File: config.mk
export PLATFORM = sky130hd
export DESIGN_NAME = ar_burst_seq
export DESIGN_NICKNAME = d
export VERILOG_FILES = /design/src/rtl/ar_burst_seq.sv
export SDC_FILE = /design/constraint.sdc
export NUM_CORES = 1
export LEC_CHECK = 0
export CAP_MARGIN = 20
export CORE_MARGIN = 2
export CORE_UTILIZATION = 42
export CTS_BUF_LIST = sky130_fd_sc_hd__clkbuf_16
export DETAILED_ROUTE_END_ITERATION = 7
export HOLD_SLACK_MARGIN = 0.02
export PLACE_DENSITY = 0.79
export SLEW_MARGIN = 0
export SYNTH_ARGS = -nofsm -noshare
export SYNTH_HDL_FRONTEND = slang
export SYNTH_SLANG_ARGS = --single-unit
File: constraint.sdc
create_clock -name clk -period 2.1 [get_ports clk]
set_clock_uncertainty 0.15 [all_clocks]
set_input_delay 0.315 -clock clk [delete_from_list [all_inputs] [get_ports clk]]
set_output_delay 0.315 -clock clk [all_outputs]
set_load 0.05 [all_outputs]
File: src/rtl/ar_burst_seq.sv
// ---------------------------------------------------------------------------
// ar_burst_seq
//   Address register with a burst sequencer. It loads a base address from
//   the program counter or the ALU result and then presents up to BURST_MAX
//   sequential addresses to memory, one per accepted req/ack handshake.
//
//   Build option: define AR_WRAP_BURST_EN to make the in-burst increment
//   wrap inside an aligned window of BURST_MAX*STEP (critical-word-first
//   line fill). The window must be a power of two. When the macro is
//   undefined the increment is plain linear and no window logic exists.
//
// Ports
//   clk      in   rising-edge clock
//   reset    in   asynchronous, active-low reset
//   pc       in   [AW-1:0] load source (rec=01)
//   alu_out  in   [AW-1:0] load source (rec=11)
//   rec      in   [1:0]    00 hold, 01 load pc, 11 load alu_out, 10 q+STEP
//   start    in   begin a burst (IDLE only)
//   len      in   [LW-1:0] beats-1, captured on an accepted start
//   abort    in   cancel an active burst, no done pulse
//   mem_req  out  address valid toward memory
//   mem_ack  in   memory accepted the current address
//   q        out  [AW-1:0] address register
//   busy     out  high while bursting
//   done     out  one-cycle pulse after the last beat is acknowledged
//   beat     out  [LW-1:0] index of the beat being presented
// ---------------------------------------------------------------------------
module ar_burst_seq #(
   parameter int AW        = 16,
   parameter int BURST_MAX = 4,
   parameter int STEP      = 1,
   localparam int LW       = $clog2(BURST_MAX)
) (
   input  logic          clk,
   input  logic          reset,
   input  logic [AW-1:0] pc,
   input  logic [AW-1:0] alu_out,
   input  logic [1:0]    rec,
   input  logic          start,
   input  logic [LW-1:0] len,
   input  logic          abort,
   output logic          mem_req,
   input  logic          mem_ack,
   output logic [AW-1:0] q,
   output logic          busy,
   output logic          done,
   output logic [LW-1:0] beat
);

   typedef enum logic {
      IDLE  = 1'b0,
      BURST = 1'b1
   } state_t;

   localparam logic [AW-1:0] STEP_V = AW'(STEP);

   state_t        state, state_nxt;
   logic [LW-1:0] len_r;
   logic          last_beat;
   logic          accept;
   logic [AW-1:0] q_lin;
   logic [AW-1:0] q_next;

   assign last_beat = (beat == len_r);
   // abort beats a simultaneous ack: that beat is treated as not accepted
   assign accept    = (state == BURST) && mem_ack && !abort;
   assign q_lin     = q + STEP_V;

`ifdef AR_WRAP_BURST_EN
   localparam int            WB       = $clog2(BURST_MAX * STEP);
   localparam logic [AW-1:0] WIN_MASK = {AW{1'b1}} >> (AW - WB);
   // upper bits stay put; only the in-window field rolls over
   assign q_next = (q & ~WIN_MASK) | (q_lin & WIN_MASK);
`else
   assign q_next = q_lin;
`endif

   // state register
   always_ff @(posedge clk or negedge reset) begin
      if (!reset) state <= IDLE;
      else        state <= state_nxt;
   end

   // next-state logic
   always_comb begin
      state_nxt = state;
      case (state)
         IDLE:  if (start) state_nxt = BURST;
         BURST: begin
            if (abort)                    state_nxt = IDLE;
            else if (mem_ack && last_beat) state_nxt = IDLE;
         end
         default: state_nxt = IDLE;
      endcase
   end

   // outputs decoded straight from the state register
   always_comb begin
      mem_req = 1'b0;
      busy    = 1'b0;
      if (state == BURST) begin
         mem_req = 1'b1;
         busy    = 1'b1;
      end
   end

   // address, beat counter, captured length and done pulse
   always_ff @(posedge clk or negedge reset) begin
      if (!reset) begin
         q     <= '0;
         beat  <= '0;
         len_r <= '0;
         done  <= 1'b0;
      end else begin
         done <= accept && last_beat;
         if (state == IDLE) begin
            // a load on the start edge becomes the first burst address
            case (rec)
               2'b01:   q <= pc;
               2'b11:   q <= alu_out;
               2'b10:   q <= q_lin;
               default: ;
            endcase
            if (start) begin
               len_r <= len;
               beat  <= '0;
            end
         end else if (accept && !last_beat) begin
            // the last beat leaves q on the final address
            q    <= q_next;
            beat <= beat + 1'b1;
         end
      end
   end

endmodule
Yosys cells after proc, flatten, opt, wreduce, memory -nomap -nowiden:

Cells that the tools add are included.

* flip-flop bits (word level): 22
* output and inout port bits: 21
* word-level logic and storage cells: 36
* input port bits: 41

* muxes and demuxes: 11
* equal/unequal tests: 5
* bitwise logic cells: 1
* add/sub/neg operators: 2
* reductions and logical operators: 12

Operator list (number)
* $pmux 16 s3: 1
* $mux 16: 2
* $add 16x1->16 const B: 1
* $mux 2: 3
* $reduce_and 2->1: 3
* $logic_and 1x1->1: 5
* $eq 2x2->1 const B: 2
* $mux 1: 4
* $reduce_bool 4->1: 1
* $add 2x1->2 const B: 1
* $eq 2x1->1 const B: 1
* $eq 2x2->1: 1
* $logic_not 1->1: 2
* $ne 2x1->1 const B: 1
* $pmux 1 s2: 1
* $reduce_bool 2->1: 1
* $not 1->1: 1

Depth between registers and ports, before layout:

* depth in word-level cells: 5
* depth in mapped cells: 6
* depth with buffers taken out: 6

Least setup slack after synthesis:

Ideal clock, no wire load.

* kind: register to register
* from: reg q[0]
* to: reg q[10]
* path slack: 37 ps
* library setup time: 76 ps
* buffers on the path: 0
* required time: 1874 ps
* period minus slack after synthesis: 2063 ps
* cell stages (with the launch flop): 7
* arrival: 1837 ps
* cells stage by stage: dfrtp_1 ha_1 nand3_1 nor2_1 nand2b_1 o32a_1 o21ai_1

* word-level cells in the longest chain between the ends: 3
* elaborated cells on any way between the ends: 4
* classes of those cells: add/sub (1); mux (3)

RTL lines
* start: declaration: line 44 `output logic [AW-1:0] q,`
* start signal: assignment: line 119 `2'b01: q <= pc;`
* start signal: assignment: line 120 `2'b11: q <= alu_out;`
* start signal: assignment: line 121 `2'b10: q <= q_lin;`
* $add 16x1->16 (*): line 67 `assign q_lin = q + STEP_V;`
* $pmux 16 s3 or $mux 16 (tied branches): line 118, 128
* $mux 16 (*): line 116 `if (state == IDLE) begin`

Mark *: on every way between the ends. The rest lies on a longest branch, timed or not. The select of a mux whose other input is x is not followed.
A chain may end at the register's enable or synchronous reset.

Worst setup path in the final report:

* from: reg q[9]
* to: out q[9]

No word-level cell between the ends.

==> impl_metrics.ini <==
[yosys]
yosysTopAreaCell = dfrtp_1
ys_types = 38
synth_top_area_frac = 0.375
syn_avg_cell_area_um2 = 8.54
synth_area_um2 = 1470
synthTopCellsByArea = dfrtp_1, a22oi_1, o21ai_1
syn_inst = 172
yosysSeqAreaShare = 0.375
synth_flop_cell = dfrtp_1
yosys_warnings = 0
synth-seq-cells = 22
synthesis.nets = 214
synth-edff-count = 0
async_reset_ff_frac = 1.00

[global_routing]
overflow = 0
grt_use_met2 = 0.375
grt_max_degree = 24
grt_pass1_wl_mm = 7.47
antenna_found_initial = 0
grt_usage = 0.232
use_met3 = 0.0429
grt_pass1_vias = 1573
use_met1 = 0.323
busiest_layer = met2

[clock_network]
cts_buffer_depth = 2
numCtsBuffers = 3
htree_levels = 1
clk_pin_slew_ps = 60
clk_latency_ps = 260
cts_num_sinks = 22
cts_resized = 0
hold_buffers = 0
tritoncts = yes
clockRootBuffer = clkbuf_16
post-cts-setup-buffer-count = 0

[worst_setup_path]
arrival_ps = 1580
slowest_stage = clkdlybuf4s50_1
critPathMaxFanout = 8
critPathBufInv = 1
required_ps = 1630
path_cells = clkdlybuf4s50_1
critical-path-top-delay-family = buffers and inverters
cp-end-kind = output pin
path_class = register to output pin
cp-start-kind = register
critical_path.max_stage_delay_ps = 850

[sta]
tns_ps = 0
fin_crit_ps = 2040
fin_crit_sh = 0.972
worst_pin_slew_ps = 496
rsz0062_at_grt = no
setup_viol = 0
setup_ws_ps = 59.2
relSlewSlack = 0.668
fmax_ghz = 0.490
maxSlewViolCount = 0
hold_viol = 0

[outcome]
outcome = finished, final reports clean

[job]
drv_cap = 0

[power]
p_leak_nw = 0.920
power_density_nw_per_um2 = 1370
ir_drop_v = 0.000604

[drt]
wl_mm = 4.26
drc = 0
num_vias = 1631
drt-wirelength-per-cell_um = 15.1
firstDrtPassIters = 4
via_per_inst = 5.76
first_iter_violations = 95
antenna_left = 0

[cells_and_area]
drive_gt1_frac = 0.118
finalNetCount = 280
synthToLayoutAreaGrowth_pct = 54.5
diodes = 0
fillers = 292
mostFrequentLayoutCells = clkdlybuf4s50_1, dfrtp_1, o21ai_1, buf_4
final_common_cell = clkdlybuf4s50_1
fin_util = 0.680

[place]
pre_cts_slack_ps = 43.4
place_congestion = 0.842
port_buffers = 61
place_hpwl_mm = 3.16

[floorplan]
start_util = 0.440
rows = 21
dieWidth_um = 63.1
coreArea_um2 = 3340
die_area_um2 = 3990
fp.dieH_um = 63.1
ios = 62

[min_path]
hp-class = primary input to asynchronous set/reset pin
==> sequential cells by signal, indices dropped and copies added (netlist names) <==
name,cells
beat,2
state,1
q,16
done,1
len_r,2
==> logic make-up (layout without fill, tap and decap cells) <==
logic type,after synthesis,count (layout),share of synthesized area
AO/OA/AOI/OAI,78,78,0.353
flip-flops,22,22,0.375
multiplexers,2,2,0.0153
XOR/XNOR,4,4,0.0239
adder cells (fa/ha/maj),1,1,0.00852
buffers and inverters,19,84,0.0579
AND/OR/NAND/NOR,46,46,0.166
==> stage by stage <==
| step | std cells | hold WS, ps | area [µm²] | total power [mW] |
|---|---|---|---|---|
| after floorplan | 172 | -131 | 1470 | 2.03 |
| after detailed placement | 279 | 367 | 2190 | 2.69 |
| final | 283 | 260 | 2270 | 3.10 |
| after global routing | 283 | 312 | 2270 | 3.30 |
| after CTS | 283 | 273 | 2270 | 3.10 |
| after global placement | 279 | 361 | 2190 | 2.66 |
==> per-layer routing <==
layer,part of all wire,routed length (µm),up-vias
li1,-,-,786
met1,0.46,1950,777
met2,0.47,1980,63
met3,0.068,291,5
met4,0.0087,37,0
met5,0,0,-
==> where the power goes <==
group | internal, mW | switching [mW] | leakage [nW]
combinational | 0.694 | 1.11 | 0.608
clock | 0.255 | 0.159 | 0.0385
sequential | 0.609 | 0.269 | 0.273
total | 1.56 | 1.54 | 0.920
==> worst paths after layout <==
kind / start / slack (ps) / to / cells after the start
max: q[9] / 60 / q[9] / 1
min: reset / 260 / q[5] / 2
max reg2reg: beat[0] / 280 / q[2] / 5
min reg2reg: len_r[1] / 380 / len_r[1] / 1
max in group asynchronous: reset / 1310 / q[12] / 2
min in group clk: len_r[1] / 380 / len_r[1] / 1
==> area by class of cell <==
class | count | area [µm²] | area share
well taps | 46 | 57.6 | 0.0254
clock buffers | 3 | 75.1 | 0.0331
multi-input cells | 131 | 833 | 0.367
repair buffers | 73 | 723 | 0.319
clock inverters | 1 | 3.75 | 0.00165
flip-flops and latches | 22 | 551 | 0.243
inverters | 7 | 26.3 | 0.0116
==> Yosys cell counts, types with 2 or more instances <==
cell and instances:
nor2_1 13, o32a_1 5, a21oi_1 11, nor2b_1 3
and3_1 2, buf_2 5, mux2_2 2, clkbuf_1 5
nand4_1 3, o32ai_1 3, o21ai_1 15, o21ai_0 12
nand2b_1 3, xor2_1 3, buf_4 2, a22oi_1 13
nand2_1 8, a31oi_1 5, inv_1 7, dfrtp_1 22
a21o_1 2, nor3_1 3, o22ai_1 2, nand3_1 5
a22o_1 5
Power figures use the tool's default switching activity.
